[src/rtl/display_scan_driver_if.sv]
//------------------------------------------------------------------------------
// display_scan_driver_if
//
// Bundles the value/load inputs and the decoder-facing outputs of
// display_scan_driver. CLK and RESET_N stay plain ports on the module.
//
//   VALUE_IN        [15:0]  value to display, [3:0] is digit 0 (rightmost)
//   DOTS_IN         [3:0]   decimal-point request, bit k = digit k
//   LOAD_IN                 single-cycle strobe capturing VALUE_IN/DOTS_IN
//   LZB_EN_IN               leading-zero blanking enable
//   SEG_SELECT_OUT  [1:0]   current digit index
//   BIN_OUT         [3:0]   nibble of the current digit
//   DOT_OUT                 dot flag of the current digit
//   BLANK_OUT               current digit suppressed
//   PENDING_OUT             staged value waiting for the next frame boundary
//   FRAME_OUT               one-cycle pulse as digit 0 becomes active
//
// master: drives the inputs (system side / testbench)
// slave : the scan driver itself
//------------------------------------------------------------------------------
`timescale 1ns/1ps

interface display_scan_driver_if;
  logic [15:0] VALUE_IN;
  logic [3:0]  DOTS_IN;
  logic        LOAD_IN;
  logic        LZB_EN_IN;
  logic [1:0]  SEG_SELECT_OUT;
  logic [3:0]  BIN_OUT;
  logic        DOT_OUT;
  logic        BLANK_OUT;
  logic        PENDING_OUT;
  logic        FRAME_OUT;

  modport master (
    output VALUE_IN, DOTS_IN, LOAD_IN, LZB_EN_IN,
    input  SEG_SELECT_OUT, BIN_OUT, DOT_OUT, BLANK_OUT, PENDING_OUT, FRAME_OUT
  );

  modport slave (
    input  VALUE_IN, DOTS_IN, LOAD_IN, LZB_EN_IN,
    output SEG_SELECT_OUT, BIN_OUT, DOT_OUT, BLANK_OUT, PENDING_OUT, FRAME_OUT
  );
endinterface

[src/rtl/display_scan_driver.sv]
//------------------------------------------------------------------------------
// display_scan_driver
//
// Time-multiplexing scan driver for a 4-digit 7-segment display. A prescaler
// divides CLK down to one digit slot every REFRESH_DIV cycles; the digit index
// walks 0,1,2,3,0. Loads land in a staging register and are committed to the
// display register only at the frame boundary (digit 3 -> digit 0), so a
// frame never shows a mix of old and new digits. Optional leading-zero
// blanking suppresses high-order zero digits, with a set dot forcing its
// digit and all lower digits visible.
//
// Ports:
//   CLK      system clock, rising edge
//   RESET_N  asynchronous active-low reset
//   bus      display_scan_driver_if.slave (value/load in, decoder drive out)
//------------------------------------------------------------------------------
`timescale 1ns/1ps

module display_scan_driver #(
  parameter int REFRESH_DIV = 50000,
  parameter int CNT_WIDTH   = 17
) (
  input  logic                  CLK,
  input  logic                  RESET_N,
  display_scan_driver_if.slave  bus
);

  localparam logic [CNT_WIDTH-1:0] PRESCALE_LAST = CNT_WIDTH'(REFRESH_DIV - 1);

  logic [CNT_WIDTH-1:0] prescaler_q, prescaler_d;
  logic [1:0]           digit_q, digit_d;
  logic [15:0]          stage_val_q, stage_val_d;
  logic [3:0]           stage_dots_q, stage_dots_d;
  logic [15:0]          disp_val_q, disp_val_d;
  logic [3:0]           disp_dots_q, disp_dots_d;
  logic                 pending_q, pending_d;

  logic                 tick;
  logic                 frame_start;
  logic [3:0]           nibble_d;
  logic [3:0]           blank_vec;

  assign tick        = (prescaler_q == PRESCALE_LAST);
  assign frame_start = tick && (digit_q == 2'd3);

  // Next-state for the scan position and the load handshake.
  always_comb begin
    // NOTE: every variable gets a default first so no path leaves it
    // unassigned; otherwise synthesis infers a latch.
    prescaler_d  = prescaler_q + CNT_WIDTH'(1);
    digit_d      = digit_q;
    stage_val_d  = stage_val_q;
    stage_dots_d = stage_dots_q;
    disp_val_d   = disp_val_q;
    disp_dots_d  = disp_dots_q;
    pending_d    = pending_q;

    // Wrap is explicit so REFRESH_DIV need not be a power of two.
    if (tick) begin
      prescaler_d = '0;
      digit_d     = (digit_q == 2'd3) ? 2'd0 : digit_q + 2'd1;
    end

    if (frame_start && bus.LOAD_IN) begin
      // Load on the boundary itself bypasses staging and supersedes any
      // older staged value.
      disp_val_d  = bus.VALUE_IN;
      disp_dots_d = bus.DOTS_IN;
      pending_d   = 1'b0;
    end else if (frame_start && pending_q) begin
      disp_val_d  = stage_val_q;
      disp_dots_d = stage_dots_q;
      pending_d   = 1'b0;
    end else if (bus.LOAD_IN) begin
      // Last load before the boundary wins.
      stage_val_d  = bus.VALUE_IN;
      stage_dots_d = bus.DOTS_IN;
      pending_d    = 1'b1;
    end
  end

  // Output data is derived from next-state values so index and data
  // always change on the same edge.
  always_comb begin
    nibble_d = disp_val_d[3:0];
    unique case (digit_d)
      2'd0: nibble_d = disp_val_d[3:0];
      2'd1: nibble_d = disp_val_d[7:4];
      2'd2: nibble_d = disp_val_d[11:8];
      2'd3: nibble_d = disp_val_d[15:12];
    endcase

    // Zero-detect chain from the top digit down: a digit is blank only if it
    // and every digit above it are zero with no dot set among them.
    blank_vec[3] = bus.LZB_EN_IN && (disp_val_d[15:12] == 4'h0) && !disp_dots_d[3];
    blank_vec[2] = blank_vec[3]  && (disp_val_d[11:8]  == 4'h0) && !disp_dots_d[2];
    blank_vec[1] = blank_vec[2]  && (disp_val_d[7:4]   == 4'h0) && !disp_dots_d[1];
    blank_vec[0] = 1'b0;
  end

  // NOTE: state registers use non-blocking assignments so every flop samples
  // pre-edge values regardless of statement order.
  always_ff @(posedge CLK or negedge RESET_N) begin
    if (!RESET_N) begin
      // NOTE: staging and display registers are reset too, so the display
      // shows 0000 after reset instead of stale or undefined data.
      prescaler_q        <= '0;
      digit_q            <= 2'd0;
      stage_val_q        <= '0;
      stage_dots_q       <= '0;
      disp_val_q         <= '0;
      disp_dots_q        <= '0;
      pending_q          <= 1'b0;
      bus.SEG_SELECT_OUT <= 2'd0;
      bus.BIN_OUT        <= 4'h0;
      bus.DOT_OUT        <= 1'b0;
      bus.BLANK_OUT      <= 1'b0;
      bus.FRAME_OUT      <= 1'b0;
    end else begin
      prescaler_q        <= prescaler_d;
      digit_q            <= digit_d;
      stage_val_q        <= stage_val_d;
      stage_dots_q       <= stage_dots_d;
      disp_val_q         <= disp_val_d;
      disp_dots_q        <= disp_dots_d;
      pending_q          <= pending_d;
      bus.SEG_SELECT_OUT <= digit_d;
      bus.BIN_OUT        <= nibble_d;
      bus.DOT_OUT        <= disp_dots_d[digit_d];
      bus.BLANK_OUT      <= blank_vec[digit_d];
      bus.FRAME_OUT      <= frame_start;
    end
  end

  assign bus.PENDING_OUT = pending_q;

endmodule

[src/flat_wrapper.sv]
// flat-port wrapper written by rule: the top's interface ports become plain ports
module display_scan_driver_flat 
#(
  parameter int REFRESH_DIV = 50000,
  parameter int CNT_WIDTH   = 17
)
  (CLK, RESET_N, bus_VALUE_IN, bus_DOTS_IN, bus_LOAD_IN, bus_LZB_EN_IN, bus_SEG_SELECT_OUT, bus_BIN_OUT, bus_DOT_OUT, bus_BLANK_OUT, bus_PENDING_OUT, bus_FRAME_OUT);
  display_scan_driver_if bus_i ();
  input  logic CLK;
  input  logic RESET_N;
  input wire logic [$bits(bus_i.VALUE_IN)-1:0] bus_VALUE_IN;
  input wire logic [$bits(bus_i.DOTS_IN)-1:0] bus_DOTS_IN;
  input wire logic [$bits(bus_i.LOAD_IN)-1:0] bus_LOAD_IN;
  input wire logic [$bits(bus_i.LZB_EN_IN)-1:0] bus_LZB_EN_IN;
  output wire logic [$bits(bus_i.SEG_SELECT_OUT)-1:0] bus_SEG_SELECT_OUT;
  output wire logic [$bits(bus_i.BIN_OUT)-1:0] bus_BIN_OUT;
  output wire logic [$bits(bus_i.DOT_OUT)-1:0] bus_DOT_OUT;
  output wire logic [$bits(bus_i.BLANK_OUT)-1:0] bus_BLANK_OUT;
  output wire logic [$bits(bus_i.PENDING_OUT)-1:0] bus_PENDING_OUT;
  output wire logic [$bits(bus_i.FRAME_OUT)-1:0] bus_FRAME_OUT;
  assign bus_i.VALUE_IN = bus_VALUE_IN;
  assign bus_i.DOTS_IN = bus_DOTS_IN;
  assign bus_i.LOAD_IN = bus_LOAD_IN;
  assign bus_i.LZB_EN_IN = bus_LZB_EN_IN;
  assign bus_SEG_SELECT_OUT = bus_i.SEG_SELECT_OUT;
  assign bus_BIN_OUT = bus_i.BIN_OUT;
  assign bus_DOT_OUT = bus_i.DOT_OUT;
  assign bus_BLANK_OUT = bus_i.BLANK_OUT;
  assign bus_PENDING_OUT = bus_i.PENDING_OUT;
  assign bus_FRAME_OUT = bus_i.FRAME_OUT;
  display_scan_driver #(.REFRESH_DIV(REFRESH_DIV), .CNT_WIDTH(CNT_WIDTH)) u_core (.CLK(CLK), .RESET_N(RESET_N), .bus(bus_i));
endmodule
[config.mk]
export PLATFORM = sky130hd
export DESIGN_NAME = display_scan_driver_flat
export DESIGN_NICKNAME = d
export VERILOG_FILES = /design/src/rtl/display_scan_driver_if.sv /design/src/rtl/display_scan_driver.sv /design/src/flat_wrapper.sv
export SDC_FILE = /design/constraint.sdc
export NUM_CORES = 1
export LEC_CHECK = 0
export CAP_MARGIN = 20
export CORE_MARGIN = 4
export CORE_UTILIZATION = 60
export DETAILED_ROUTE_END_ITERATION = 8
export GPL_TIMING_DRIVEN = 1
export MAX_ROUTING_LAYER = met4
export PLACE_DENSITY = 0.84
export SYNTH_ARGS = -nofsm -noshare
export SYNTH_HDL_FRONTEND = slang
export SYNTH_SLANG_ARGS = --single-unit
[constraint.sdc]
create_clock -name CLK -period 3.8 [get_ports CLK]
set_clock_uncertainty 0.1 [all_clocks]
set_input_delay 1.14 -clock CLK [delete_from_list [all_inputs] [get_ports CLK]]
set_output_delay 1.14 -clock CLK [all_outputs]
set_load 0.05 [all_outputs]
* After elaboration in Yosys (flattened, before gate mapping)
Cells that the tools add are included.
** Operators by class
- $add $sub $neg :: 2
- Multiply operators :: 0
- Div/mod/pow operators :: 0
- Magnitude comparators :: 1
- Equal/unequal tests :: 5
- Shift operators :: 0
- Mux-type cells :: 15
- Bitwise gates (word level) :: 2
- Reduce and logical (&&, ||, !) cells :: 18
** Operators with widths (number)
- $mux 16 :: 2
- $add 17x1->17 const B :: 1
- $eq 17x16->1 const B :: 1
- $mux 17 :: 1
- $pmux 4 s4 :: 1
- $logic_not 4->1 :: 3
- $logic_and 1x1->1 :: 9
- $mux 4 :: 2
- $eq 2x2->1 const B :: 3
- $mux 1 :: 5
- $bmux 1 s2 :: 2
- $mux 2 :: 2
- $logic_not 1->1 :: 3
- $lt 2x3->1 const B :: 1
- $reduce_and 3->1 :: 1
- $reduce_bool 3->1 :: 1
- $add 2x1->2 const B :: 1
- $eq 2x1->1 const B :: 1
- $logic_not 2->1 :: 1
- $not 1->1 :: 2
** Storage, ports and cells
- Flip-flop bits (word level) :: 67
- Latch bits :: 0
- Bits in writable memories :: 0
- Memory bits (read-only) :: 0
- Bits of input ports :: 24
- Output and inout port bits :: 10
- Word-level logic and storage cells :: 54
- Memories :: 0

* Depth between registers and ports, before layout
Gate-level depths: netlist of run 1.
- Word-level depth :: 14
- Depth in mapped cells :: 11
- Mapped depth without buffers :: 8

* Worst setup path before layout of run 1
Ideal clock, no wire load.
- Path type :: in2reg
- Start point :: input port bus_LOAD_IN
- End point :: register u_core.bus.BLANK_OUT
- Setup time :: 0.087 ns
- Data arrival time :: 2.479 ns
- Data required time :: 3.613 ns
- Path slack :: 1.134 ns
- Cell stages on the path :: 7
- Path buffers :: 1
- Cell sequence :: nand2_1 -> or3_1 -> buf_2 -> o22a_1 -> a211oi_1 -> nand4_1 -> a211oi_2
** Between the ends
- Longest elaborated chain between the ends :: 11
- Elaborated cells between the ends (all ways) :: 17
- Those cells by class :: mux: 4; reduce/logical: 13
** Ends and longest elaborated chain
- start, declared :: line flat_wrapper.sv:13 : input wire logic [$bits(bus_i.LOAD_IN)-1:0] bus_LOAD_IN;
- $logic_and 1x1->1 (*) :: line display_scan_driver.sv:64 : if (frame_start && bus.LOAD_IN) begin
- $mux 16 :: line display_scan_driver.sv:64
- $logic_not 4->1 :: line display_scan_driver.sv:95 : blank_vec[3] = bus.LZB_EN_IN && (disp_val_d[15:12] == 4'h0) && !disp_dots_d[3];
- $logic_and 1x1->1 (2 in series) :: line display_scan_driver.sv:95
- $logic_and 1x1->1 (2 in series) :: line display_scan_driver.sv:96 : blank_vec[2] = blank_vec[3] && (disp_val_d[11:8] == 4'h0) && !disp_dots_d[2];
- $logic_and 1x1->1 (2 in series) :: line display_scan_driver.sv:97 : blank_vec[1] = blank_vec[2] && (disp_val_d[7:4] == 4'h0) && !disp_dots_d[1];
- $bmux 1 s2 (*) :: line display_scan_driver.sv:130 : bus.BLANK_OUT <= blank_vec[digit_d];
- $mux 1 (not written as such) (*) :: line display_scan_driver.sv:130
- end signal, assigned :: line display_scan_driver.sv:130
- end, declared :: line display_scan_driver_if.sv:42 : output SEG_SELECT_OUT, BIN_OUT, DOT_OUT, BLANK_OUT, PENDING_OUT, FRAME_OUT
Every way passes the cells marked *; elsewhere a longest branch is shown, timed or not. The select of a mux whose other input is x is not followed.
A chain may end at the register's enable or synchronous reset.

* Worst setup path after layout of run 1
- Start point :: input port bus_LOAD_IN
- End point :: register u_core.bus.BLANK_OUT
** Between the ends
- Elaborated cells between the ends (all ways) :: 17
- Those cells by class :: mux: 4; reduce/logical: 13
** RTL lines
- $logic_and 1x1->1 (*) :: line display_scan_driver.sv:64
- $mux 16 (*) :: line display_scan_driver.sv:64
- via u_core.disp_val_d[8] :: line display_scan_driver.sv:34 : logic [15:0] disp_val_q, disp_val_d;
- $logic_not 4->1 (*) :: line display_scan_driver.sv:96
- $logic_and 1x1->1 (*) (2 in series) :: line display_scan_driver.sv:96
- $logic_and 1x1->1 (2 in series) :: line display_scan_driver.sv:97
- $bmux 1 s2 (*) :: line display_scan_driver.sv:130
- $mux 1 (not written as such) (*) :: line display_scan_driver.sv:130
The timed path passes the listed nets; every way through them passes the cells marked *. The select of a mux whose other input is x is not followed.

==> flow_summary.yaml, run 1 <==
place:
  port-buffer-count: 33
  place_congestion: 0.883
  dp.cells: 390
  dp_hpwl_mm: 5.39
logic_synthesis:
  synth_ff_type: "dfrtp_1"
  async_flop_share_pct: 100
  postSynthAreaPerCell_sq_um: 11.0
  synth_common_cells: "dfrtp_1 (67), nor2_1 (27), mux2_2 (20), nand2_1 (17), a21oi_1 (15)"
  synth_top_area_cell: "dfrtp_1"
  synth_edf_count: 0
  syn-instance-count: 294
  ys_ff_latch: 67
  synth.distinct_cells: 42
  yosysMostFrequentCell: "dfrtp_1"
  synth_top_area_share_pct: 52.1
  yosysWarnings: 0
  syn-num-nets: 320
  synthTopCellsByArea: "dfrtp_1 (52%), mux2_2 (7.0%), mux2i_1 (3.7%)"
  netlist_area_sq_um: 3220
  seq_area_frac_synth_pct: 52.1
cts:
  cts_made_buffers: 9
  clockRootBuffer: "clkbuf_8"
  cts_buffer_depth: 2
  cts_setup_buffers: 0
  clk_latency_ps: 360
  cts_tree: "built"
  numClockSinks: 67
  htreeDepth: 3
  cts.clk_slew.worst_paths_ps: 80
  postCtsHoldBufs: 0
  cts_resized: 0
critical_path:
  cp-startpoint: "bus_LOAD_IN"
  slowest_stage: "clkdlybuf4s50_1"
  worst_ep_required_time_ps: 3970
  rr_endpoint: "u_core.bus.BLANK_OUT$_DFF_PN0_"
  slowest_delay_ps: 530
  crit_end: "u_core.bus.BLANK_OUT$_DFF_PN0_"
  cp.arrival_ps: 3590
  cp_max_fo: 8
  path_cells: "clkdlybuf4s50_1, inv_1, nand2_1, o41ai_1, nor3_1, a211oi_1, nand4_1, a211oi_2"
  worstReg2RegStart: "u_core.prescaler_q[0]$_DFF_PN0_"
  path_class: "in2reg"
  ff2ff_setup_slack_ps: 730
  crit_path_start_kind: "input port"
  end_kind: "register"
  r2r_cells: 8
sta:
  holdWs_ps: 367
  hold_viol_final: 0
  slew_violations: 0
  worst_pin_slew_ps: 615
  grt_setup_unrepaired: "no"
  fmax_mhz: 292
  setup_viol: 0
  period_minus_slack_ps: 3420
  slew-limit-headroom_pct: 59.0
  setup_tns_ps: 0
  min_period_over_period_pct: 90.0
routing:
  drt_iter0_drc: 194
  wl_mm: 7.76
  viasPerCell: 6.18
  wl_per_cell_um: 19.1
  drcViolationCount: 0
  ant_nets: 0
  num_vias: 2509
  first_pass_iters: 5
die:
  initial_core_util_pct: 62.6
  ios: 34
  fp.coreArea_sq_um: 5140
  die_area_sq_um: 6600
  rows: 26
  die_y_um: 81.3
  die_w_um: 81.3
hold_path:
  hold_path.class: "reg2reg"
job:
  cap_violations: 0
finish:
  final_cells: 406
  drive_above_1_share_pct: 15.8
  fin_nets: 357
  n_antenna_cell: 0
  synthToLayoutAreaGrowth_pct: 21.2
  multi_input_area_sq_um: 1430
  fillers: 361
  seq_area_sq_um: 1680
global_routing:
  grt_use_total_pct: 27.5
  globalRouteOverflowTotal: 0
  grt_max_degree: 68
  grt_pass1_vias: 2686
  grt_pass1_wl_mm: 13.0
  antenna_found_initial: 0
run_status:
  status: "complete, no violations"
power_and_ir_drop:
  irDropWorstVdd_v: 0.000376
  power.leakage_nw: 1.79
  power_density_nw_per_um2: 409
## per-layer routing
metal	vias to the layer above	global-route usage, %	wire, um
met5	-	-	0
met4	0	13.9	268
met3	27	7.21	448
met2	88	44.3	3920
met1	1250	31.7	3130
li1	1144	-	-
## per-stage QoR
| stage | setup WS, ps | util, % | total power (W) | cell area [sq um] |
|---|---|---|---|---|
| after global placement | 206 | 71.1 | 0.000856 | 3650 |
| after detailed placement | 126 | 71.1 | 0.000859 | 3650 |
| after global routing | 123 | 75.9 | 0.00164 | 3900 |
| after floorplan | 1130 | - | 0.000799 | 3220 |
| final | 380 | 75.9 | 0.00159 | 3900 |
| after CTS | 418 | 75.9 | 0.00160 | 3900 |
## report_power, final
part	internal [W]	switching (W)	total, W
Clock	0.000455	0.000293	0.000748
Sequential	0.000737	0.0000132	0.000751
Combinational	0.0000496	0.0000455	0.0000952
## layout make-up
cell class              count  area share [%]
clock buffers              10            3.53
clock inverters             6            2.85
inverters                  14            1.35
multi-input cells         198            36.5
flip-flops and latches     67            43.0
well taps                  70            2.25
repair buffers             41            10.5
## critical path: cells and delay by family
family,cells,cell delay [ps]
buffers and inverters,2,800
AND/OR/NAND/NOR,3,610
AO/OA/AOI/OAI,3,1040
## flip-flops by register name (all words and copies together), names as in the netlist
name,flops
u_core.bus.BIN_OUT,4
u_core.bus.BLANK_OUT,1
u_core.bus.DOT_OUT,1
u_core.bus.FRAME_OUT,1
u_core.bus.PENDING_OUT,1
u_core.bus.SEG_SELECT_OUT,2
u_core.disp_dots_q,4
u_core.disp_val_q,16
u_core.prescaler_q,17
u_core.stage_dots_q,4
u_core.stage_val_q,16
## kinds of logic (layout without fill, tap and decap cells)
group,after synthesis,in the layout,synth area share [%]
AOI/OAI and AO/OA,52,52,11.5
and+or+nand+nor,96,96,16.2
buffers and inverters,29,71,3.65
DFF,67,67,52.1
adders and majority gates,2,2,0.777
xor gates and xnor gates,14,14,3.81
muxes,34,34,11.9
## how the worst min path moves through the flow
stage                                               start                         endpoint  cells after the start
final                     u_core.prescaler_q[0]$_DFF_PN0_  u_core.prescaler_q[0]$_DFF_PN0_                      1
after global routing      u_core.prescaler_q[0]$_DFF_PN0_  u_core.prescaler_q[0]$_DFF_PN0_                      1
after CTS                 u_core.prescaler_q[0]$_DFF_PN0_  u_core.prescaler_q[0]$_DFF_PN0_                      1
after detailed placement  u_core.prescaler_q[0]$_DFF_PN0_  u_core.prescaler_q[0]$_DFF_PN0_                      1
after global placement    u_core.prescaler_q[0]$_DFF_PN0_  u_core.prescaler_q[0]$_DFF_PN0_                      1
after floorplan           u_core.prescaler_q[0]$_DFF_PN0_  u_core.prescaler_q[0]$_DFF_PN0_                      1
## placed cells by master (no fill, tap or decap), types with 2 or more instances in the layout
master           netlist  routed
nor3_1                 7       7
and3_1                 8       8
buf_12                 0       2
o22a_1                 6       6
o221a_2                2       2
nand4_1                3       3
clkdlybuf4s50_1        0      32
mux2_2                20      20
mux2i_1               12      12
nor4b_1                3       3
a21oi_1               15      15
xor2_1                 5       5
xnor2_1                9       9
o41a_1                 2       2
dfrtp_1               67      67
nand3_1                7       7
and2_1                 3       3
o41ai_1                4       4
o211a_1                5       5
nor4_1                 5       5
nor2b_1                2       2
bufinv_16              0       3
clkbuf_8               0      10
ha_1                   2       2
buf_4                  1       6
nand2_1               17      17
a211oi_1               3       3
or3_1                  7       7
nor2_1                27      27
inv_1                 14      14
o21ai_0                7       7
a31oi_1                6       6
Note: power is estimated with default switching activity, not from simulation.
==> run 2: changes to the inputs <==
CORE_UTILIZATION = 56   (was 60)
PLACE_DENSITY = 0.79   (was 0.84)
clock period = 3.9 ns   (was 3.8 ns; I/O delays follow)
==> run 2 against run 1 <==
- cell count is 0.74% higher
- critical path depth is 7 lower
- highest routed layer unchanged
- die area is 6.4% higher
- sequential share of layout area is 0.83 points higher
- total power is 15% lower
- critical endpoint is now bus_PENDING_OUT
- sequential power is 3% lower
==> flow_summary.yaml, run 2 (synthesis gave the netlist of run 1 again) <==
finish:
  layout_commonest_cell: "dfrtp_1"
  final_cells: 409
  drive_above_1_share_pct: 16.0
  regMostFlops: "u_core.prescaler_q"
  largest_reg_flops: 17
  synthToLayoutAreaGrowth_pct: 18.9
  fillers: 413
  reg.largest.list: "u_core.prescaler_q x17, u_core.disp_val_q x16, u_core.stage_val_q x16"
  final_cell_mix: "dfrtp_1 (67), clkdlybuf4s50_1 (32), nor2_1 (27)"
  fin_nets: 358
  n_antenna_cell: 0
place:
  port-buffer-count: 33
  dp_hpwl_mm: 5.03
  place_congestion: 0.956
  place_ws_ps: 372
  dp.cells: 393
sta:
  grt_setup_unrepaired: "no"
  setup_tns_ps: 0
  min_period_over_period_pct: 84.5
  setup_ws_ps: 606
  slew_violations: 0
  hold_viol_final: 0
  slew-limit-headroom_pct: 54.0
  period_minus_slack_ps: 3290
  fmax_mhz: 304
  worst_pin_slew_ps: 691
  setup_viol: 0
cts:
  cts_resized: 0
  cts_tree: "built"
  cts_buffer_depth: 2
  cts_setup_buffers: 0
  clockRootBuffer: "clkbuf_8"
  cts.clk_slew.worst_paths_ps: 80
  postCtsHoldBufs: 0
  htreeDepth: 3
  numClockSinks: 67
  clk_latency_ps: 350
  cts_made_buffers: 9
routing:
  drcViolationCount: 0
  wl_per_cell_um: 17.3
  drt_iter0_drc: 162
  wl_mm: 7.07
  viasPerCell: 5.99
  first_pass_iters: 4
  num_vias: 2450
  ant_nets: 0
die:
  die_area_sq_um: 7030
  ios: 34
  die_y_um: 83.8
  fp.coreArea_sq_um: 5540
  rows: 27
  initial_core_util_pct: 58.1
  die_w_um: 83.8
critical_path:
  r2r_cells: 7
  path_cells: "clkdlybuf4s50_1"
  cp.arrival_ps: 2020
  rr_endpoint: "u_core.bus.BLANK_OUT$_DFF_PN0_"
  crit_path_start_kind: "register"
  slowest_delay_ps: 920
  worst_ep_required_time_ps: 2630
  slowest_stage: "clkdlybuf4s50_1"
  cp_top_family: "buffers and inverters"
  end_kind: "primary output"
  cp_max_fo: 21
  worstReg2RegStart: "u_core.prescaler_q[5]$_DFF_PN0_"
  path_class: "reg2out"
  ff2ff_setup_slack_ps: 1030
  path_buf_inv: 1
hold_path:
  worstHoldPathCells: 1
  hp-start: "u_core.prescaler_q[0]$_DFF_PN0_"
  hold_end: "u_core.prescaler_q[0]$_DFF_PN0_"
  hold_path.class: "reg2reg"
global_routing:
  globalRouteOverflowTotal: 0
  grt_pass1_vias: 2514
  grt_max_degree: 40
  antenna_found_initial: 0
  grt_pass1_wl_mm: 11.8
  grt_use_total_pct: 22.1
job:
  cap_violations: 0
power_and_ir_drop:
  irDropWorstVdd_v: 0.000292
  power.leakage_nw: 1.76
  power_density_nw_per_um2: 353
run_status:
  status: "complete, no violations"
==> run 2: cell count changes in the layout (fill, tap and decap cells not counted), sizes merged <==
cell | before | now
clkinv | 1 | 4
buf | 9 | 10
bufinv | 3 | 0
==> run 2: where the power goes <==
part           leakage [nW]  internal (W)  switching, W
registers             0.814      0.000718     0.0000135
clock network        0.0924      0.000248      0.000283
logic                 0.851     0.0000468     0.0000404
==> run 2: metal layers <==
layer | vias to the layer above | share of wire [%] | routed length [um] | GRT usage, %
met3 | 20 | 4.5 | 315 | 4.24
li1 | 1132 | - | - | -
met4 | 0 | 3.2 | 229 | 11.7
met5 | - | 0 | 0 | -
met2 | 76 | 49 | 3460 | 35.4
met1 | 1222 | 43 | 3060 | 26.4
==> run 2: per-stage QoR <==
step	cell area, sq um	utilization (%)	hold slack (ps)	total power (W)
after detailed placement	3650	65.9	355	0.000834
final	3830	69.1	366	0.00135
after CTS	3830	69.1	365	0.00135
after floorplan	3220	-	325	0.000778
after global routing	3830	69.1	396	0.00140
after global placement	3650	65.9	345	0.000832
==> run 2: layout make-up <==
type                       count  area, sq um  area share (%)
sequential                    67         1680            43.8
clock buffer                  10          138            3.60
inverter                      14         52.6            1.37
multi-input combinational    198         1430            37.2
clock inverter                 6         40.0            1.05
tap                           72         90.1            2.35
timing repair buffer          42          405            10.6
==> run 2: worst max path at each step <==
stage                                            start                        endpoint  slack, ps  cells after the start
floorplan                                  bus_LOAD_IN  u_core.bus.BLANK_OUT$_DFF_PN0_       1200                      7
CTS                 u_core.bus.PENDING_OUT$_DFFE_PN0P_                 bus_PENDING_OUT        620                      1
global placement                           bus_LOAD_IN  u_core.bus.BLANK_OUT$_DFF_PN0_        460                      8
detailed placement                         bus_LOAD_IN  u_core.bus.BLANK_OUT$_DFF_PN0_        370                      8
finish              u_core.bus.PENDING_OUT$_DFFE_PN0P_                 bus_PENDING_OUT        610                      1
global route                               bus_LOAD_IN  u_core.bus.BLANK_OUT$_DFF_PN0_        410                      8
==> run 3: changes to the inputs <==
CORE_UTILIZATION = 51   (was 56)
PLACE_DENSITY = 0.76   (was 0.79)
clock period = 2.9 ns   (was 3.9 ns; I/O delays follow)
==> run 3 against run 2 <==
- register-to-register slack got worse by 820 ps
- combinational power rose by 48%
- worst setup slack got worse by 390 ps
- clock power rose by 71%
- die area rose by 8.8%
- total power rose by 50%
- count of clock-buffer cells in the layout rose by 1
- sequential power rose by 34%
- sequential share of layout area fell by 2.4 points
- first-iteration DRC count rose by 1.2%
- critical endpoint is now u_core.bus.BLANK_OUT$_DFF_PN0_
==> flow_summary.yaml, run 3 (synthesis gave the netlist of run 1 again) <==
sta:
  worst_pin_slew_ps: 532
  slew_violations: 0
  period_minus_slack_ps: 2690
  min_period_over_period_pct: 92.7
  setup_viol: 0
  hold_viol_final: 0
  setup_tns_ps: 0
  setup_ws_ps: 212
  fmax_mhz: 372
  slew-limit-headroom_pct: 64.4
routing:
  viasPerCell: 5.69
  num_vias: 2457
  wl_per_cell_um: 17.2
  drcViolationCount: 0
  first_pass_iters: 4
  ant_nets: 0
  drt_iter0_drc: 164
  wl_mm: 7.45
place:
  port-buffer-count: 33
  dp_hpwl_mm: 5.24
  place_ws_ps: -121
  place_congestion: 0.876
cts:
  cts.clk_slew.worst_paths_ps: 80
  htreeDepth: 3
  numClockSinks: 67
  cts_made_buffers: 9
  clockRootBuffer: "clkbuf_8"
  cts_tree: "built"
  postCtsHoldBufs: 0
  cts_buffer_depth: 2
  clk_latency_ps: 350
global_routing:
  grt_pass1_vias: 2498
  globalRouteOverflowTotal: 0
  grt_pass1_wl_mm: 12.2
  grt_max_degree: 68
  grt_use_total_pct: 21.9
  antenna_found_initial: 0
run_status:
  status: "complete, no violations"
job:
  cap_violations: 0
die:
  die_y_um: 87.5
  die_area_sq_um: 7650
  ios: 34
  die_w_um: 87.5
  rows: 28
  fp.coreArea_sq_um: 6030
  initial_core_util_pct: 53.4
critical_path:
  r2r_cells: 9
  path_class: "reg2reg"
  cp_max_fo: 15
  worst_ep_required_time_ps: 3060
  crit_path_start_kind: "register"
  end_kind: "register"
  cp.arrival_ps: 2850
power_and_ir_drop:
  power.leakage_nw: 1.88
  irDropWorstVdd_v: 0.000311
  power_density_nw_per_um2: 499
finish:
  synthToLayoutAreaGrowth_pct: 25.7
  final_cell_mix: "dfrtp_1 (67), clkdlybuf4s50_1 (32), buf_4 (28)"
  fin_util_pct: 67.1
  reg.largest.list: "u_core.prescaler_q x17, u_core.disp_val_q x16, u_core.stage_val_q x16"
  layout_commonest_cell: "dfrtp_1"
  fin_nets: 378
  regMostFlops: "u_core.prescaler_q"
  largest_reg_flops: 17
  n_antenna_cell: 0
  drive_above_1_share_pct: 21.0
hold_path:
  hold_path.class: "reg2reg"
  worstHoldPathCells: 1
-- run 3: changes by cell type in the layout (fill, tap and decap cells not counted), sizes merged --
cell | previous run | this run
clkbuf | 10 | 11
buf | 10 | 30
bufinv | 0 | 2
clkinv | 4 | 2
inv | 15 | 14
-- run 3: layer usage --
metal | up-vias | track usage (%) | part of all wire [%]
li1 | 1178 | - | -
met1 | 1222 | 26.4 | 44
met2 | 45 | 35.5 | 51
met3 | 12 | 3.60 | 2.9
met4 | 0 | 10.7 | 1.7
met5 | - | - | 0
-- run 3: worst paths after layout --
path                                                      start                               to  slack, ps
max in group asynchronous                               RESET_N  u_core.disp_val_q[15]$_DFF_PN0_       1990
worst min-delay path            u_core.prescaler_q[0]$_DFF_PN0_  u_core.prescaler_q[0]$_DFF_PN0_        360
worst max-delay path            u_core.prescaler_q[0]$_DFF_PN0_   u_core.bus.BLANK_OUT$_DFF_PN0_        210
worst min register to register  u_core.prescaler_q[0]$_DFF_PN0_  u_core.prescaler_q[0]$_DFF_PN0_        360
min in group asynchronous                               RESET_N  u_core.prescaler_q[4]$_DFF_PN0_        430
worst max register to register  u_core.prescaler_q[0]$_DFF_PN0_   u_core.bus.BLANK_OUT$_DFF_PN0_        210
-- run 3: worst max-delay path, stage by stage, from the launching register on --
cell,delay [ps]
dfrtp_1,370
ha_1,180
and3_1,320
nand2_1,200
or3_1,490
buf_4,240
o22a_1,190
o21ai_0,150
nand4_1,180
a211oi_2,180
-- run 3: timing repair --
item | CTS | global route
endpoints found under the setup margin | 0 | 4
gates resized for setup | 0 | 1
setup buffers | 0 | 4
-- run 3: area by class of cell --
type                            instances  area [sq um]
Clock buffer                           11           151
Clock inverter                          5          85.1
Fill cell                             468          1980
Inverter                               14          52.6
Multi-Input combinational cell        198          1430
Sequential cell                        67          1680
Tap cell                               75          93.8
Timing Repair Buffer                   62           556
-- run 3: stage by stage --
stage                     std cells  total power, W  area, sq um  hold WS, ps
after floorplan                 294         0.00105         3220          325
after global placement          412         0.00113         3770          340
after detailed placement        412         0.00113         3770          345
after CTS                       428         0.00203         4010          355
after global routing            432         0.00208         4050          362
final                           432         0.00202         4050          357
-- run 3: report_power, final --
group          internal (W)  switching [W]  total (W)
clock network      0.000534       0.000373   0.000906
logic             0.0000704      0.0000589   0.000129
registers          0.000966      0.0000173   0.000984
total               0.00157       0.000449    0.00202
